`src/rtl/ab_seq_pkg.sv`:
```
// Shared types and constants for the a/b vector sequencer: FSM states,
// default dwell, half-adder truth table and the vector-to-{a,b} mapping.
package ab_seq_pkg;

    typedef enum logic [1:0] {
        IDLE = 2'd0,
        RUN  = 2'd1,
        DONE = 2'd2
    } state_t;

    localparam int DWELL_DEFAULT = 5;

    // Bit i is the expected output for vector i (a = i[1], b = i[0]).
    localparam logic [3:0] EXP_X_DEFAULT = 4'b0110;
    localparam logic [3:0] EXP_Y_DEFAULT = 4'b1000;

    function automatic logic [1:0] vec_ab(input logic [1:0] idx);
        return {idx[1], idx[0]};
    endfunction

endpackage

```
`src/rtl/dwell_timer.sv`:
```
// 8-bit dwell counter: synchronous clear (load of zero), counts while enabled,
// saturates at DWELL-1 and flags that value on tick.
module dwell_timer #(
    parameter int DWELL = 5
) (
    input  logic       clk,
    input  logic       rst_n,
    input  logic       clear,
    input  logic       en,
    output logic [7:0] count,
    output logic       tick
);

    localparam logic [7:0] LAST = 8'(DWELL - 1);

    always_ff @(posedge clk or negedge rst_n) begin
        if (!rst_n) begin
            count <= 8'd0;
        end else if (clear) begin
            count <= 8'd0;
        end else if (en && (count != LAST)) begin
            count <= count + 8'd1;
        end
    end

    assign tick = (count == LAST);

endmodule

```
`src/rtl/ab_vector_sequencer.sv`:
```
// Drives a/b through vectors 00,01,10,11 with a programmable dwell, samples x/y
// once per vector against the expected truth table and reports err_mask/pass.
module ab_vector_sequencer
    import ab_seq_pkg::*;
#(
    parameter int         DWELL = DWELL_DEFAULT,
    parameter logic [3:0] EXP_X = EXP_X_DEFAULT,
    parameter logic [3:0] EXP_Y = EXP_Y_DEFAULT
) (
    input  logic       clk,
    input  logic       rst_n,
    input  logic       start,
    input  logic       x,
    input  logic       y,
    output logic       a,
    output logic       b,
    output logic [1:0] vec_idx,
    output logic       busy,
    output logic       done,
    output logic       pass,
    output logic [3:0] err_mask,
    output state_t     fsm_state
);

    // Sampling happens one edge before the vector boundary, so each vector
    // has been stable for DWELL-1 full cycles when x/y are compared.
    localparam logic [7:0] SAMPLE_CNT = 8'(DWELL - 2);

    state_t     state;
    logic [7:0] count;
    logic       tick;
    logic       sample;
    logic       mismatch;
    logic [3:0] hit;
    logic       timer_clear;
    logic       timer_en;

    assign sample      = (state == RUN) && (count == SAMPLE_CNT);
    assign mismatch    = (x != EXP_X[vec_idx]) || (y != EXP_Y[vec_idx]);
    assign hit         = mismatch ? (4'b0001 << vec_idx) : 4'b0000;
    assign timer_clear = ((state == IDLE) && start) || ((state == RUN) && tick);
    assign timer_en    = (state == RUN);
    assign fsm_state   = state;

    dwell_timer #(
        .DWELL (DWELL)
    ) u_dwell_timer (
        .clk   (clk),
        .rst_n (rst_n),
        .clear (timer_clear),
        .en    (timer_en),
        .count (count),
        .tick  (tick)
    );

    always_ff @(posedge clk or negedge rst_n) begin
        if (!rst_n) begin
            state    <= IDLE;
            a        <= 1'b0;
            b        <= 1'b0;
            vec_idx  <= 2'd0;
            busy     <= 1'b0;
            done     <= 1'b0;
            pass     <= 1'b0;
            err_mask <= 4'd0;
        end else begin
            case (state)
                IDLE: begin
                    if (start) begin
                        state    <= RUN;
                        busy     <= 1'b1;
                        err_mask <= 4'd0;
                        pass     <= 1'b0;
                        vec_idx  <= 2'd0;
                        {a, b}   <= vec_ab(2'd0);
                    end
                end
                RUN: begin
                    if (sample) begin
                        err_mask <= err_mask | hit;
                        if (vec_idx == 2'd3) begin
                            state <= DONE;
                            busy  <= 1'b0;
                            done  <= 1'b1;
                            pass  <= ((err_mask | hit) == 4'd0);
                        end
                    end
                    // The last vector leaves RUN at its sample edge, so tick only
                    // ever fires here for vectors 0..2.
                    if (tick) begin
                        vec_idx <= vec_idx + 2'd1;
                        {a, b}  <= vec_ab(vec_idx + 2'd1);
                    end
                end
                DONE: begin
                    done  <= 1'b0;
                    state <= IDLE;
                end
                default: begin
                    state <= IDLE;
                end
            endcase
        end
    end

endmodule
```
`config.mk`:
```
export PLATFORM = sky130hd
export DESIGN_NAME = ab_vector_sequencer
export DESIGN_NICKNAME = d
export VERILOG_FILES = /design/src/rtl/ab_seq_pkg.sv /design/src/rtl/dwell_timer.sv /design/src/rtl/ab_vector_sequencer.sv
export SDC_FILE = /design/constraint.sdc
export NUM_CORES = 1
export LEC_CHECK = 0
export ABC_AREA = 1
export CAP_MARGIN = 0
export CORE_MARGIN = 5
export CORE_UTILIZATION = 53
export CTS_BUF_LIST = sky130_fd_sc_hd__clkbuf_8 sky130_fd_sc_hd__clkbuf_16
export CTS_CLUSTER_DIAMETER = 80
export DETAILED_ROUTE_END_ITERATION = 10
export PLACE_DENSITY = 0.8
export SYNTH_ARGS = -nofsm -noshare
export SYNTH_HDL_FRONTEND = slang
export SYNTH_HIERARCHICAL = 1
export SYNTH_SLANG_ARGS = --single-unit
```
`constraint.sdc`:
```
create_clock -name clk -period 1.9 [get_ports clk]
set_input_delay 0.19 -clock clk [delete_from_list [all_inputs] [get_ports clk]]
set_output_delay 0.19 -clock clk [all_outputs]
set_load 0.05 [all_outputs]
```
# Word level (Yosys, flattened, before mapping)
# Cells that the tools add are included.
classes:
  n_addsub: 2
  n_lt_le_gt_ge: 1
  n_eq_ne: 12
  shifts: 1
  n_mux: 32
  bitwise: 1
  reduce_logical: 16
op_table:
  columns: ["operator", "n"]
  rows:
  - ["8-bit two-way mux", 2]
  - ["1-bit two-way mux", 12]
  - ["4-bit two-way mux", 3]
  - ["3-bit AND reduction", 4]
  - ["2-bit two-way mux", 5]
  - ["1-bit case mux with 2 select lines", 5]
  - ["8-bit by 1-bit adder with 8-bit output, second input constant", 1]
  - ["8-bit by 2-bit equality test with 1-bit output, second input constant", 1]
  - ["8-bit by 3-bit equality test with 1-bit output, second input constant", 1]
  - ["2-bit != test, second input constant", 4]
  - ["8-bit by 3-bit != test with 1-bit output, second input constant", 1]
  - ["2-bit case mux with 2 select lines", 2]
  - ["4-bit case mux with 2 select lines", 1]
  - ["2-bit nonzero test", 3]
  - ["1-bit binary-select mux with 2-bit select", 2]
  - ["2-bit equality test, second input constant", 2]
  - ["1-bit logical AND", 4]
  - ["4-bit zero test", 1]
  - ["4-bit OR", 1]
  - ["4-bit AND reduction", 1]
  - ["1-bit by 2-bit << shifter with 4-bit output, first input constant", 1]
  - ["2-bit by 3-bit less-than comparator with 1-bit output, second input constant", 1]
  - ["2-bit by 1-bit adder with 2-bit output, second input constant", 1]
  - ["2-bit by 1-bit equality test with 1-bit output, second input constant", 1]
  - ["other kinds (3)", 5]
totals:
  regBits: 21
  inputBits: 5
  out_inout_bits: 13
  wordCells: 74

# Longest topological paths before layout
logic_depth:
  ltp_word: 10
  depth_mapped: 11

# By module
# The synthesis kept the hierarchy.
by_module_without_submodules:
  columns: ["module", "instances", "cells_each", "area_per_inst_um2"]
  rows:
  - ["ab_vector_sequencer", 1, 86, 651.9]
  - ["dwell_timer", 1, 73, 546.8]

# Worst setup path before layout
# OpenSTA, ideal clock, no wires.
synth_path:
  path_kind: "flip-flop to flip-flop"
  from: "register vec_idx[1]"
  to: "register pass"
  t_arrival_ns: 1.678
  t_required_ns: 1.834
  path_slack_ns: 0.156
  path_stages_with_launch: 12
  period_less_slack_ns: 1.744
  cell_sequence: "dfrtp_1 > inv_1 > ha_1 > inv_1 > nand2_1 > nand2_1 > nand2_1 > nand2_1 > nand2_1 > nor2_1 > nand3_1 > nand2_1"
synth_via:
  elab_chain_len: 10
  word_cells_on_any_way: 17
  cone_classes: "4 x eq/ne; 1 x shift; 8 x mux; 1 x bitwise; 3 x reduce/logical"
synth_lines:
  columns: ["item", "line", "rtl"]
  rows:
  - ["from (decl)", "ab_vector_sequencer.sv:17", "output logic [1:0] vec_idx,"]
  - ["from (signal assigned)", "ab_vector_sequencer.sv:91", "vec_idx <= vec_idx + 2'd1;"]
  - ["1-bit binary-select mux with 2-bit select", "ab_vector_sequencer.sv:39", "assign mismatch = (x != EXP_X[vec_idx]) || (y != EXP_Y[vec_idx]);"]
  - ["1-bit two-way mux (not written as such)", "ab_vector_sequencer.sv:39", null]
  - ["1-bit != test", "ab_vector_sequencer.sv:39", null]
  - ["1-bit logical OR", "ab_vector_sequencer.sv:39", null]
  - ["4-bit two-way mux", "ab_vector_sequencer.sv:40", "assign hit = mismatch ? (4'b0001 << vec_idx) : 4'b0000;"]
  - ["4-bit OR", "ab_vector_sequencer.sv:85", "pass <= ((err_mask | hit) == 4'd0);"]
  - ["4-bit zero test", "ab_vector_sequencer.sv:85", null]
  - ["1-bit two-way mux", "ab_vector_sequencer.sv:81", "if (vec_idx == 2'd3) begin"]
  - ["1-bit two-way mux", "ab_vector_sequencer.sv:79", "if (sample) begin"]
  - ["1-bit case mux with 2 select lines", "ab_vector_sequencer.sv:67", "case (state)"]
  - ["to (signal assigned)", "ab_vector_sequencer.sv:85", null]
  - ["to (decl)", "ab_vector_sequencer.sv:20", "output logic pass,"]
# Several ways; a longest one is shown, not always the timed one. The select of a mux whose other input is x is not followed.
# A chain may end at the register's enable or synchronous reset.

# Worst setup path after layout
layout_path:
  from: "register b"
  to: "output b"
layout_lines:
  columns: ["item", "line", "rtl"]
  rows:
  - ["from (decl)", "ab_vector_sequencer.sv:16", "output logic b,"]
  - ["from (signal assigned)", "ab_vector_sequencer.sv:75", "{a, b} <= vec_ab(2'd0);"]
  - ["from (signal assigned)", "ab_vector_sequencer.sv:92", "{a, b} <= vec_ab(vec_idx + 2'd1);"]
# No word-level cell between the ends.

==> results.md <==
Drt:
- The residual DRC count is 0.
- The post-detailed-routing wire length is 2530 µm.
- The first routing iteration left 31 violations.
- The final route contains 1064 vias.
- The highest signal layer in the routed design is met4.
- The average wire per standard cell is 12.2 µm.
- The met1 routed wirelength after detailed routing is 1060 µm.
- The count of nets left with antenna violations after detail routing is 0.
- Using the TritonRoute via totals, the vias-per-cell ratio works out to 5.14.
- The routed design uses 1300 µm of met2 wire.
- Before antenna repair, the detailed router went through 4 iterations.
- The met3 layer wire length in the routed design is 117 µm.

Clock network:
- The CTS sink count is 19.
- Gates resized during post-CTS repair numbered 0.
- The clock latency of the later-clocked register in the worst-skew pair is 0.26 ns.
- The CTS buffer count is 3.
- The clock root buffer is sky130_fd_sc_hd__clkbuf_8.
- Buffers added to address setup during post-CTS repair amount to 0.
- The maximum count of clock buffers along a single path is 2.
- The number of H-tree levels is 1.
- The clock input transition at the sequential cells of the worst setup and hold paths is 0.07 ns.
- The hold buffer count at CTS is 0.
- The TritonCTS clock tree is built.

Final layout:
- The sequential cell area in the final layout is 475 µm².
- The filler cells instantiated in the layout total 194.
- The share of cells above drive strength 1 is 10.6%.
- In the final design database the tool counted 191 nets.
- The growth of design area from synthesis to finish is 20.4%.
- Summing all multi-input logic gate instances after layout gives 609 µm².
- 0 antenna diodes ended up in the layout.

Setup path:
- STA classifies the critical path startpoint as a flop.
- The number of buffers and inverters on the critical path is 1.
- The worst register-to-register path begins at u_dwell_timer/count[0].
- The worst register-to-register path ends at u_dwell_timer/count[6].
- The critical path class is reg -> out.
- The cell family with the largest share of critical-path delay is buffers and inverters.
- The slowest stage cell on the critical path is sky130_fd_sc_hd__clkdlybuf4s50_1.
- The largest single stage delay on the critical path is 0.84 ns.
- STA puts the critical path data required time at 1.71 ns.
- Traced cell by cell, the critical path runs through clkdlybuf4s50_1.
- Data arrives at the worst endpoint at 1.56 ns.
- The biggest fanout along the worst timing path is 7.
- The kind of end point of the critical path is an output pin.
- For flop-to-flop paths, the worst setup slack is 0.18 ns.
- For the worst flop-to-flop path, the logic depth is 9.

Status:
- The run finished with clean final reports.

Global route:
- The overall routing resource usage is 17.1%.
- The via count of the first global-routing pass is 1070.
- The wire length of the first global-routing pass is 4440 µm.
- The overflow left after global routing is 0.
- The largest net degree at the start of global routing is 20.
- The initial antenna violation count is 0.

STA:
- The total negative slack for setup checks is 0 ns.
- The highest clock rate is 0.572 GHz.
- The period utilization is 92.0%.
- The number of pins with negative max-slew slack in the final report is 0.
- The total count of hold-check failures in the final report came to 0.
- Clock skew on the completed layout was measured at 0.00138 ns.
- After layout, the worst setup slack is 0.152 ns.
- The minimum clock period is 1.75 ns.
- The number of endpoints failing setup at the final stage is 0.
- Setup repair after global routing left no endpoint under its margin.
- For the pin with the worst max-slew slack, the measured transition is 0.499 ns.
- Measured against its own limit, the worst slew margin works out to 66.6%.

Yosys:
- The post-synthesis net count is 170.
- For this run, the leading register cell type out of synthesis is sky130_fd_sc_hd__dfrtp_1.
- The leading area contributor after synthesis is sky130_fd_sc_hd__dfrtp_1.
- After synthesis, the cell types taking the most area are sky130_fd_sc_hd__dfrtp_1, sky130_fd_sc_hd__nand2_1, sky130_fd_sc_hd__inv_1, sky130_fd_sc_hd__ha_1, sky130_fd_sc_hd__nand3_1.
- The leading cell type by number of instances after synthesis is sky130_fd_sc_hd__nand2_1.
- The number of register bits inferred by synthesis is 19.
- Yosys mapped a number of flops with a built-in enable equal to 0.
- In this run the mean area of a mapped cell was 7.54 µm².
- The post-synthesis cell count is 159.
- During synthesis, Yosys emitted a total of 6 warnings.
- The proportion of synthesized chip area in sequential cells is 39.7%.
- The number of distinct library cell variants in the gate-level netlist after synthesis is 23.
- By count the netlist is led by sky130_fd_sc_hd__nand2_1, sky130_fd_sc_hd__inv_1, sky130_fd_sc_hd__dfrtp_1.
- The fraction of synthesis flops using an asynchronous set or reset pin is 100%.
- In this run the cell area of the synthesized design comes to 1200 µm².
- Summed over its instances, the top area cell type makes up 39.7% of the synthesized netlist area.

Floorplanning:
- The die is 57.6 µm tall.
- The die covers 3310 µm².
- The boundary pin count is 18.
- The die width is 57.6 µm.
- The floorplan has 17 rows.
- The initial utilization of the core area, before any placement, comes to 54.7%.
- The core region is 2190 µm².

Power and ir drop:
- In this run the static leakage power is 0.000753 µW.
- The internal power contribution is 1210 µW.
- Dividing total power by cell area gives a power density of 1740 nW/µm².
- Net switching is 51.8% of the power.
- Of the total power, the clock network draws 11.4%.
- IR analysis of the VDD net gives a maximum drop of 1.08 mV.
- Power comes to 2520 µW.
- The combinational fraction of design power is 59.4%.
- For this design the total switching power over the nets is 1300 µW.
- The register share of total power is 29.2%.

Placed design:
- At the placement stage, the worst setup path has a slack of 0.207 ns.
- Buffers placed on the I/O ports in this run total 17.
- The final RePlAce weighted congestion is 0.867.
- The wire-length estimate of the detail-placed layout is 1950 µm.

Job:
- The number of max-cap violations is 0.

Min path:
- The class of the most critical hold timing path is in -> async.
## registers in the layout, indices dropped and copies added (netlist names)
register and count:
vec_idx 1, u_dwell_timer/count 8, busy 1, done 1, fsm_state 2, b 1
err_mask 4, pass 1
## metrics by stage
step	hold slack (ns)	instances	utilization [%]	instance area (µm²)
6_report	0.276	207	65.8	1440
5_1_grt	0.291	207	65.8	1440
4_1_cts	0.284	207	65.8	1440
3_5_place_dp	0.476	203	63.7	1400
3_3_place_gp	0.468	203	63.7	1400
2_1_floorplan	-0.106	159	-	1200
## logic make-up after synthesis
kind of cell    Yosys count  share of synthesized area, %
simple gates             97                          38.6
xor+xnor                  2                          1.46
compound gates            8                          4.49
buf+inv                  27                          9.50
flops                    19                          39.7
fa+ha+maj                 6                          6.26
## cells in the final DEF, fill, tap and decap left out, types with 2 or more instances in the layout
cell type,instances
sky130_fd_sc_hd__buf_4,2
sky130_fd_sc_hd__clkbuf_8,3
sky130_fd_sc_hd__clkdlybuf4s50_1,17
sky130_fd_sc_hd__clkinv_2,2
sky130_fd_sc_hd__dfrtp_1,19
sky130_fd_sc_hd__ha_1,6
sky130_fd_sc_hd__inv_1,22
sky130_fd_sc_hd__nand2_1,58
sky130_fd_sc_hd__nand2_2,2
sky130_fd_sc_hd__nand3_1,15
sky130_fd_sc_hd__nand3_2,2
sky130_fd_sc_hd__nand4_1,4
sky130_fd_sc_hd__nor2_1,10
sky130_fd_sc_hd__nor2_2,2
sky130_fd_sc_hd__nor2_4,2
sky130_fd_sc_hd__nor2_8,2
sky130_fd_sc_hd__o21ai_0,2
sky130_fd_sc_hd__xor2_1,2
## how the worst max path moves through the flow
stage                        endpoint  cells past startpoint                   start
2_1_floorplan                    pass                     11              vec_idx[1]
3_3_place_gp   u_dwell_timer/count[5]                     10  u_dwell_timer/count[0]
3_5_place_dp   u_dwell_timer/count[7]                      9  u_dwell_timer/count[0]
4_1_cts                             b                      1                       b
5_1_grt        u_dwell_timer/count[6]                      9  u_dwell_timer/count[0]
6_report                            b                      1                       b
## final cells by class
class	count	area share [%]
multi-input combinational	113	42.2
sequential	19	33.0
timing repair buffer	19	12.8
inverter	24	6.33
clock buffer	3	2.86
tap	28	2.43
clock inverter	1	0.347
## power by group through the flow
stage / Sequential (µW) / Clock (µW) / Combinational [µW]
after global routing: 764 / 321 / 1640
after global placement: 732 / 0 / 1450
after detailed placement: 745 / 0 / 1490
final: 735 / 287 / 1490
after CTS: 735 / 296 / 1500
after floorplan: 989 / 0 / 864
## layer usage
layer | vias up | global-route usage [%]
li1 | 531 | -
met4 | 0 | 7.28
met5 | - | 0
met1 | 497 | 18.8
met3 | 7 | 4.07
met2 | 29 | 31.0
(Power assumes the default switching activity.)
